===== src/rtl/mux4_arbiter_pkg.sv =====
// mux4_arbiter_pkg: shared definitions for the 4-way round-robin arbiter.
//   state_e      : FSM state encoding (IDLE=0, GRANT=1, GAP=2), 2 bits
//   MAX_HOLD_DEF : default maximum grant length used with ARB_TIMEOUT_EN
//   IDX_W        : width of a requester index
package mux4_arbiter_pkg;

  localparam int IDX_W        = 2;
  localparam int MAX_HOLD_DEF = 8;

  typedef enum logic [1:0] {
    ST_IDLE  = 2'd0,
    ST_GRANT = 2'd1,
    ST_GAP   = 2'd2
  } state_e;

endpackage


===== src/rtl/mux4_arbiter_rr_pick4.sv =====
// rr_pick4: combinational round-robin picker.
//   req_i   [3:0] : request vector
//   ptr_i   [1:0] : highest-priority index; scan order is ptr, ptr+1, ... mod 4
//   valid_o       : at least one request is set
//   idx_o   [1:0] : index of the first set request in scan order
module rr_pick4
  import mux4_arbiter_pkg::*;
(
  input  logic [3:0]       req_i,
  input  logic [IDX_W-1:0] ptr_i,
  output logic             valid_o,
  output logic [IDX_W-1:0] idx_o
);

  logic [IDX_W-1:0] cand;

  // Scan from the farthest offset down so the nearest set request wins.
  always_comb begin
    valid_o = 1'b0;
    idx_o   = '0;
    cand    = '0;
    for (int i = 3; i >= 0; i--) begin
      cand = ptr_i + IDX_W'(i);
      if (req_i[cand]) begin
        valid_o = 1'b1;
        idx_o   = cand;
      end
    end
  end

endmodule


===== src/rtl/mux4_arbiter.sv =====
// mux4_arbiter: 4-requester round-robin arbiter with a registered 4:1 data mux.
//   clk        : system clock, rising edge
//   rst_n      : asynchronous active-low reset
//   req  [3:0] : level-sensitive requests
//   dat  [3:0] : one data bit per requester
//   gnt  [3:0] : one-hot registered grant
//   sel  [1:0] : registered index of the granted requester (mux select)
//   o          : registered dat[sel] while granted, else 0
//   busy       : high in GRANT
// Optional feature: define ARB_TIMEOUT_EN to force a release after MAX_HOLD
// grant cycles (MAX_HOLD legal range 2..15).
//
// state    | meaning
// ---------+----------------------------------------------------------
// ST_IDLE  | no grant; arbitrate from ptr on any request
// ST_GRANT | one requester owns the mux; held until its req drops
// ST_GAP   | one dead cycle after a release; ptr already advanced
module mux4_arbiter
  import mux4_arbiter_pkg::*;
#(
  parameter int MAX_HOLD = MAX_HOLD_DEF
) (
  input  logic             clk,
  input  logic             rst_n,
  input  logic [3:0]       req,
  input  logic [3:0]       dat,
  output logic [3:0]       gnt,
  output logic [IDX_W-1:0] sel,
  output logic             o,
  output logic             busy
);

  localparam logic [3:0] HOLD_LAST = 4'(MAX_HOLD - 1);

  state_e           state_q, state_d;
  logic [3:0]       gnt_q, gnt_d;
  logic [IDX_W-1:0] sel_q, sel_d;
  logic [IDX_W-1:0] ptr_q, ptr_d;
  logic [3:0]       cnt_q, cnt_d;
  logic             o_q, o_d;

  logic             pick_vld;
  logic [IDX_W-1:0] pick_idx;
  logic             hold_done;
  logic             release_now;

  rr_pick4 u_pick (
    .req_i   (req),
    .ptr_i   (ptr_q),
    .valid_o (pick_vld),
    .idx_o   (pick_idx)
  );

  assign hold_done = (cnt_q == HOLD_LAST);

`ifdef ARB_TIMEOUT_EN
  // A dropped request and a timeout on the same edge are one release.
  assign release_now = !req[sel_q] || hold_done;
`else
  assign release_now = !req[sel_q];
`endif

  always_comb begin
    state_d = state_q;
    gnt_d   = gnt_q;
    sel_d   = sel_q;
    ptr_d   = ptr_q;
    o_d     = o_q;
    // Without the timeout the counter just wraps at MAX_HOLD and is unused.
    cnt_d   = hold_done ? 4'd0 : cnt_q + 4'd1;

    unique case (state_q)
      ST_IDLE, ST_GAP: begin
        gnt_d = '0;
        o_d   = 1'b0;
        cnt_d = '0;
        if (pick_vld) begin
          state_d = ST_GRANT;
          gnt_d   = 4'b0001 << pick_idx;
          sel_d   = pick_idx;
          o_d     = dat[pick_idx];
        end else begin
          state_d = ST_IDLE;
        end
      end
      ST_GRANT: begin
        o_d = dat[sel_q];
        if (release_now) begin
          state_d = ST_GAP;
          gnt_d   = '0;
          o_d     = 1'b0;
          cnt_d   = '0;
          ptr_d   = sel_q + IDX_W'(1);
        end
      end
      default: begin
        state_d = ST_IDLE;
        gnt_d   = '0;
        o_d     = 1'b0;
        cnt_d   = '0;
      end
    endcase
  end

  always_ff @(posedge clk or negedge rst_n) begin
    if (!rst_n) begin
      state_q <= ST_IDLE;
      gnt_q   <= '0;
      sel_q   <= '0;
      ptr_q   <= '0;
      cnt_q   <= '0;
      o_q     <= 1'b0;
    end else begin
      state_q <= state_d;
      gnt_q   <= gnt_d;
      sel_q   <= sel_d;
      ptr_q   <= ptr_d;
      cnt_q   <= cnt_d;
      o_q     <= o_d;
    end
  end

  assign gnt  = gnt_q;
  assign sel  = sel_q;
  assign o    = o_q;
  assign busy = (state_q == ST_GRANT);

endmodule


===== config.mk =====
export PLATFORM = sky130hd
export DESIGN_NAME = mux4_arbiter
export DESIGN_NICKNAME = d
export VERILOG_FILES = /design/src/rtl/mux4_arbiter_pkg.sv /design/src/rtl/mux4_arbiter_rr_pick4.sv /design/src/rtl/mux4_arbiter.sv
export SDC_FILE = /design/constraint.sdc
export NUM_CORES = 1
export LEC_CHECK = 0
export CORE_MARGIN = 1.5
export CORE_UTILIZATION = 50
export DETAILED_ROUTE_END_ITERATION = 7
export HOLD_SLACK_MARGIN = 0.08
export PLACE_DENSITY = 0.82
export SYNTH_ARGS = -nofsm -noshare
export SYNTH_HDL_FRONTEND = slang
export SYNTH_HIERARCHICAL = 1
export SYNTH_SLANG_ARGS = --single-unit

===== constraint.sdc =====
create_clock -name clk -period 4.8 [get_ports clk]
set_input_delay 1.2 -clock clk [delete_from_list [all_inputs] [get_ports clk]]
set_output_delay 1.2 -clock clk [all_outputs]
set_load 0.02 [all_outputs]

# Word level (Yosys, flattened, before mapping)
# Cells that the tools add are included.
[classes]
n_addsub = 4
magnitude_cmp = 6
eq_ne = 3
shift = 1
muxes = 31
bitwise = 1
n_reduce_logical = 4
[op_table]
columns = ["op", "n"]
rows = [
  ["2-bit by 3-bit < comparator with 1-bit output (second input constant)", 6],
  ["1-bit binary-select mux with 2-bit select", 7],
  ["1-bit two-way mux", 14],
  ["2-bit two-way mux", 5],
  ["4-bit two-way mux", 2],
  ["4-bit one-hot mux with 2 select lines", 1],
  ["2-bit by 1-bit adder with 2-bit output (second input constant)", 2],
  ["2-bit adder (second input constant)", 2],
  ["2-bit one-hot mux with 2 select lines", 1],
  ["2-bit AND reduction", 2],
  ["1-bit by 2-bit left shift with 4-bit output (first input constant)", 1],
  ["2-bit by 1-bit equality test with 1-bit output (second input constant)", 1],
  ["2-bit equality test (second input constant)", 1],
  ["2-bit zero test", 1],
  ["2-bit inequality test (second input constant)", 1],
  ["1-bit one-hot mux with 2 select lines", 1],
  ["2-bit OR reduction", 1],
  ["1-bit inverter", 1],
]
[totals]
register_bits = 11
out_inout_bits = 8
word_cells = 55

# Longest topological paths before layout
# Gate-level depths: netlist (run 1).
[depth]
ltp_word = 11
depth_mapped = 5
depth_no_buf = 5

# By module
# Netlist (run 1), hierarchy kept.
[modules_own_cells]
columns = ["mod", "n_inst", "cells_each", "area_each_um2", "seq_area_each_um2"]
rows = [
  ["mux4_arbiter", 1, 50, 620.6, 275.3],
  ["rr_pick4", 1, 13, 77.6, 0.0],
]

# Worst setup path before layout (run 1)
# No wires, ideal clock.
[synth_timing]
path_type = "input to register"
start = "input port req[3]"
end = "register o_q, in the netlist o"
setup_ns = 0.121
arrival_time_ns = 2.413
required_ns = 4.679
slack_ns = 2.266
cell_stages = 4
path_cell_list = "mux2i_1 > a211oi_2 > mux4_2 > a22o_1"
[synth_between]
elab_chain_len = 10
elab_cells_between_ends = 23
classes_between = "mux (23)"
[synth_rtl]
columns = ["element", "line", "text"]
rows = [
  ["from (decl)", "mux4_arbiter.sv:25", "input logic [3:0] req,"],
  ["1-bit binary-select mux with 2-bit select", "mux4_arbiter_rr_pick4.sv:24", "if (req_i[cand]) begin"],
  ["1-bit two-way mux (implied by the code)", "mux4_arbiter_rr_pick4.sv:24", ""],
  ["2-bit two-way mux (3 in series)", "mux4_arbiter_rr_pick4.sv:24", ""],
  ["2-bit two-way mux *", "mux4_arbiter_rr_pick4.sv:24", ""],
  ["net pick_idx[0]", "mux4_arbiter.sv:43", "logic [IDX_W-1:0] pick_idx;"],
  ["1-bit binary-select mux with 2-bit select *", "mux4_arbiter.sv:81", "o_d = dat[pick_idx];"],
  ["1-bit two-way mux (implied by the code) *", "mux4_arbiter.sv:81", ""],
  ["1-bit two-way mux *", "mux4_arbiter.sv:77", "if (pick_vld) begin"],
  ["1-bit one-hot mux with 2 select lines *", "mux4_arbiter.sv:72", "unique case (state_q)"],
  ["net o_d", "mux4_arbiter.sv:40", "logic o_q, o_d;"],
  ["to (signal assigned)", "mux4_arbiter.sv:112", "o_q <= 1'b0;"],
  ["to (signal assigned)", "mux4_arbiter.sv:119", "o_q <= o_d;"],
  ["to (decl)", "mux4_arbiter.sv:40", ""],
]
# The timed path passes the listed nets; every way through them passes the cells marked *. The select of a mux whose other input is x is not followed.
# A chain may end at the register's enable or synchronous reset.

# Worst setup path after layout (run 1)
# Ends and elaborated chain as after synthesis.

==> impl_metrics.yaml, run 1 <==
run_status:
  outcome: "complete, no violations"
die:
  fp-row-count: 13
  core_area_um2: 1300
  start_util: 0.537
  die-area_um2: 1630
  die_h_um: 40.4
  io_pins: 18
  die_w_um: 40.4
worst_hold_path:
  hold_class: "reg -> reg"
  hold_depth: 1
clock_network:
  holdBufCountCts: 0
  postCtsResizedCells: 0
  cts_tree: "built"
  clk_path_buf_depth: 2
  root_buffer: "clkbuf_4"
  clkLatencyLatePin_ns: 0.27
  post_cts_buffers: 0
  htree_num_levels: 1
  clkSinkCount: 11
  clk_pin_slew_ns: 0.07
  numCtsBuffers: 3
power_and_ir_drop:
  max-vdd-ir-drop_v: 0.000440
  p_int_mw: 0.327
  combPwrFrac: 0.547
  clkPwrFrac: 0.111
  powerDensity_nw_per_um2: 630
  power.net_switching_mw: 0.234
  switching_share: 0.416
  finalPower_mw: 0.561
  seqPwrFrac: 0.342
  p_leak_nw: 0.359
final_layout:
  drive_gt1_frac: 0.146
  utilization: 0.685
  fin_area_um2: 891
  area_growth_syn_to_layout_pct: 27.6
  final_nets: 93
  layout_commonest_cell: "clkdlybuf4s50_1"
  fin_cells: 97
  final_cell_mix: "clkdlybuf4s50_1, dfrtp_1, nand2_1"
  diodes: 0
timing:
  slew_headroom: 0.676
  setup_viol: 0
  final_hold_viol_count: 0
  skew_ns: 0.00468
  rsz0062_at_grt: "no"
  tns_ns: 0
  slew_viol_final: 0
  worst_pin_slew_ns: 0.484
  fmax_mhz: 332
  period_minus_slack_ns: 3.01
  post-route-period-util: 0.627
critical_path:
  path_delay_family: "compound AO/OA/AOI/OAI gates"
  cp.required_ns: 4.96
  crit_chain: "clkdlybuf4s50_1, mux2i_1, a211oi_2, mux4_2, a22o_1"
  critPathMaxFanout: 6
  worst-path-stages: 5
  crit_path_top_delay_cell: "clkdlybuf4s50_1"
  arrival_ns: 3.17
  rr_worst_depth: 5
  worst-setup-path-type: "in -> reg"
  slowest_delay_ns: 0.58
  cp-end-kind: "flop"
  path_buf_inv: 1
  cp-start-kind: "input port"
grt:
  grt_max_degree: 12
  grt_pass1_wl_um: 2400
  grt_overflow: 0
  antenna_found_initial: 0
  grt_pass1_vias: 519
  grt_util_all_layers: 0.238
routing:
  wl_per_cell_um: 15.6
  drc_errors: 0
  ant_nets: 0
  detail_route.iter0.violations: 5
  finalWirelength_um: 1510
  routed_via_density: 6.01
  drtPass1Iterations: 4
  vias: 583
synthesis:
  synthCells: 63
  syn_area_per_cell_um2: 11.1
  synth_nets: 73
  synth_seq_cells: 11
  ys.warnings.count: 6
  seq_area_frac_synth: 0.394
  ys_types: 28
  synth_area_um2: 698
flow_run:
  cap_violations: 0
placement:
  gp_congestion: 0.882
  placedCellCount: 93
  post_dp_cell_area_um2: 865
  place_hpwl_um: 1140
  io_buffer_count: 17
[metal layers]
metal | vias up | routed length, um | track usage
met5 | - | 0 | 0
met2 | 22 | 797 | 0.425
met1 | 291 | 634 | 0.247
met3 | 0 | 80 | 0.100
met4 | 0 | 0 | 0.0750
li1 | 270 | - | -
[registers in the layout, indices dropped and copies added (netlist names)]
register  cells
gnt           4
o             1
ptr_q         2
sel           2
state_q       2
[power by group through the flow]
stage	sequential, mW	clock [mW]	combinational, mW
floorplan	0.197	0	0.209
finish	0.192	0.0623	0.307
global route	0.198	0.0709	0.332
detailed placement	0.193	0	0.307
global placement	0.189	0	0.301
CTS	0.190	0.0647	0.310
[cells in the mapped netlist]
| cell type | count | share of area |
|---|---|---|
| dfrtp_1 | 11 | 0.39 |
| nand2_1 | 9 | 0.048 |
| nor2_1 | 6 | 0.032 |
| nand2b_1 | 4 | 0.036 |
| a211oi_2 | 2 | 0.036 |
| a21oi_1 | 2 | 0.014 |
| a22o_1 | 2 | 0.025 |
| buf_6 | 2 | 0.032 |
| mux2i_1 | 2 | 0.029 |
| mux2i_4 | 2 | 0.065 |
| mux4_2 | 2 | 0.065 |
| o21ai_0 | 2 | 0.014 |
| o2bb2ai_1 | 2 | 0.025 |
| a211oi_1 | 1 | 0.011 |
| a21boi_0 | 1 | 0.011 |
| a21o_2 | 1 | 0.013 |
| a32o_1 | 1 | 0.014 |
| and2b_1 | 1 | 0.011 |
| inv_1 | 1 | 0.0054 |
| nand3b_1 | 1 | 0.011 |
| nand4b_1 | 1 | 0.013 |
| nor2b_1 | 1 | 0.0090 |
| nor3_1 | 1 | 0.0072 |
| nor3b_1 | 1 | 0.011 |
| o22ai_4 | 1 | 0.029 |
| or2b_1 | 1 | 0.011 |
| or3b_4 | 1 | 0.016 |
| or4b_1 | 1 | 0.014 |
[cells by family (layout without fill, tap and decap cells)]
logic type / after synthesis / after routing / share of synthesized area
flops: 11 / 11 / 0.394
buf+inv: 3 / 22 / 0.0376
compound gates: 15 / 15 / 0.192
mux: 6 / 6 / 0.158
simple gates: 28 / 28 / 0.219
[worst reg2reg max path, delay by kind of cell, from the launching register on]
family | cells | cell delay [ns]
AO/OA/AOI/OAI | 3 | 0.72
multiplexers | 1 | 0.56
flip-flops | 1 | 0.48
AND/OR/NAND/NOR | 1 | 0.15
[final timing paths]
check	slack [ns]	end	start
hold reg to reg	0.48	gnt[0]	gnt[0]
setup / recovery	1.79	o	req[3]
setup reg to reg	2.79	o	ptr_q[1]
hold / removal	0.48	gnt[0]	gnt[0]
min in group asynchronous	1.25	o	rst_n
max in group asynchronous	3.21	ptr_q[0]	rst_n
[layout make-up]
type | count | area [um^2]
sequential | 11 | 275
timing repair buffer | 17 | 170
inverter | 1 | 3.75
tap | 15 | 18.8
multi-input combinational | 49 | 397
clock buffer | 4 | 26.3
fill | 106 | 410
[stage by stage]
step,hold slack (ns),setup WS (ns)
2_1_floorplan,0.531,2.27
3_3_place_gp,0.469,1.55
3_5_place_dp,0.476,1.50
4_1_cts,0.487,1.79
5_1_grt,0.495,1.68
6_report,0.482,1.79
Power figures use the tool's default switching activity.
==> run 2: changes to the inputs <==
- CORE_ASPECT_RATIO: not set -> 0.9
- CORE_UTILIZATION: 50 -> 46
- PLACE_DENSITY: 0.82 -> 0.76
- clock period: 4.8 -> 3.15 ns (I/O delays scaled with it)
==> impl_metrics.yaml, run 2 (synthesis results as in run 1) <==
run_status:
  outcome: "complete, no violations"
final_layout:
  final_nets: 94
  largest_reg_flops: 4
  final_cell_mix: "clkdlybuf4s50_1, dfrtp_1, nand2_1"
  layout_commonest_cell: "clkdlybuf4s50_1"
  seqCellArea_um2: 275
  diodes: 0
  multiInputGateArea_um2: 397
  area_growth_syn_to_layout_pct: 28.7
  layout.filler_cells: 124
  fin_cells: 98
  utilization: 0.628
  drive_gt1_frac: 0.157
routing:
  detail_route.iter0.violations: 12
  routed_via_density: 5.62
  drtPass1Iterations: 4
  finalWirelength_um: 1330
  drc_errors: 0
  vias: 551
  wl_per_cell_um: 13.6
  ant_nets: 0
placement:
  io_buffer_count: 17
  placedCellCount: 94
  gp_congestion: 0.769
  place_hpwl_um: 1010
timing:
  slew_headroom: 0.655
  setup_viol: 0
  tns_ns: 0
  skew_ns: 0.00828
  slew_viol_final: 0
  final_hold_viol_count: 0
  post-route-period-util: 0.775
  worst_pin_slew_ns: 0.516
  rsz0062_at_grt: "no"
  period_minus_slack_ns: 2.44
  fmax_mhz: 410
flow_run:
  cap_violations: 0
critical_path:
  arrival_ns: 1.65
  reg2reg_from: "ptr_q[1]"
  cp.required_ns: 2.36
  r2r_end: "o"
  rrSetupSlack_ns: 1.34
  cp-end-kind: "output pin"
  rr_worst_depth: 4
  worst-setup-path-type: "reg -> out"
  cp-start-kind: "flop"
  critPathMaxFanout: 7
clock_network:
  clk_pin_slew_ns: 0.07
  clkSinkCount: 11
  htree_num_levels: 1
  numCtsBuffers: 3
  post_cts_buffers: 0
  clk_path_buf_depth: 2
  cts_tree: "built"
  root_buffer: "clkbuf_4"
  holdBufCountCts: 0
  postCtsResizedCells: 0
  clkLatencyLatePin_ns: 0.27
die:
  die-area_um2: 1760
  die_h_um: 40.0
  fp-row-count: 13
  die_w_um: 44.1
  core_area_um2: 1430
  io_pins: 18
  start_util: 0.488
power_and_ir_drop:
  max-vdd-ir-drop_v: 0.000530
  powerDensity_nw_per_um2: 949
  p_leak_nw: 0.364
  finalPower_mw: 0.853
worst_hold_path:
  hp-start: "gnt[0]"
  hold_depth: 1
  holdPathEnd: "gnt[0]"
  hold_class: "reg -> reg"
grt:
  grt_overflow: 0
  grt_util_all_layers: 0.180
  grt_max_degree: 12
  grt_use_met2: 0.279
  grt_pass1_vias: 500
  antenna_found_initial: 0
  busiest_layer: "met2"
  grt_pass1_wl_um: 2200
  met3_usage: 0.0450
  use_met1: 0.237
[run 2: cell type report]
class / count / area share
multi-input cells: 49 / 0.442
clock buffers: 4 / 0.0292
flip-flops and latches: 11 / 0.306
repair buffers: 18 / 0.198
inverters: 1 / 0.00418
well taps: 15 / 0.0209
[run 2: worst max path at each step]
stage                          start    to  cells after the start
final                     state_q[0]  busy                      2
after global routing      state_q[0]  busy                      2
after CTS                 state_q[0]  busy                      2
after detailed placement      req[3]     o                      5
after global placement        req[3]     o                      5
after floorplan               req[3]     o                      4
[run 2: metrics by stage]
step / instance area (um^2) / hold WS (ns) / worst slack [ns]
floorplan: 698 / 0.492 / 1.03
global placement: 872 / 0.467 / 0.503
detailed placement: 872 / 0.472 / 0.467
CTS: 898 / 0.488 / 0.685
global route: 898 / 0.512 / 0.568
finish: 898 / 0.483 / 0.710
[run 2: where the power goes]
group	leakage [nW]	switching (mW)	total (mW)	internal, mW
Clock	0.0150	0.0498	0.0989	0.0491
Combinational	0.212	0.215	0.467	0.252
Sequential	0.137	0.0843	0.287	0.203
[run 2: per-layer routing]
metal | vias to the layer above | share of wire
met5 | - | 0
met4 | 0 | 0.018
met3 | 4 | 0.050
met2 | 13 | 0.44
met1 | 260 | 0.49
li1 | 274 | -
[run 2: worst max-delay path, cell delays in order, from the launching register on]
cell and delay (ns):
dfrtp_1 0.42, nor2b_1 0.31, clkdlybuf4s50_1 0.66
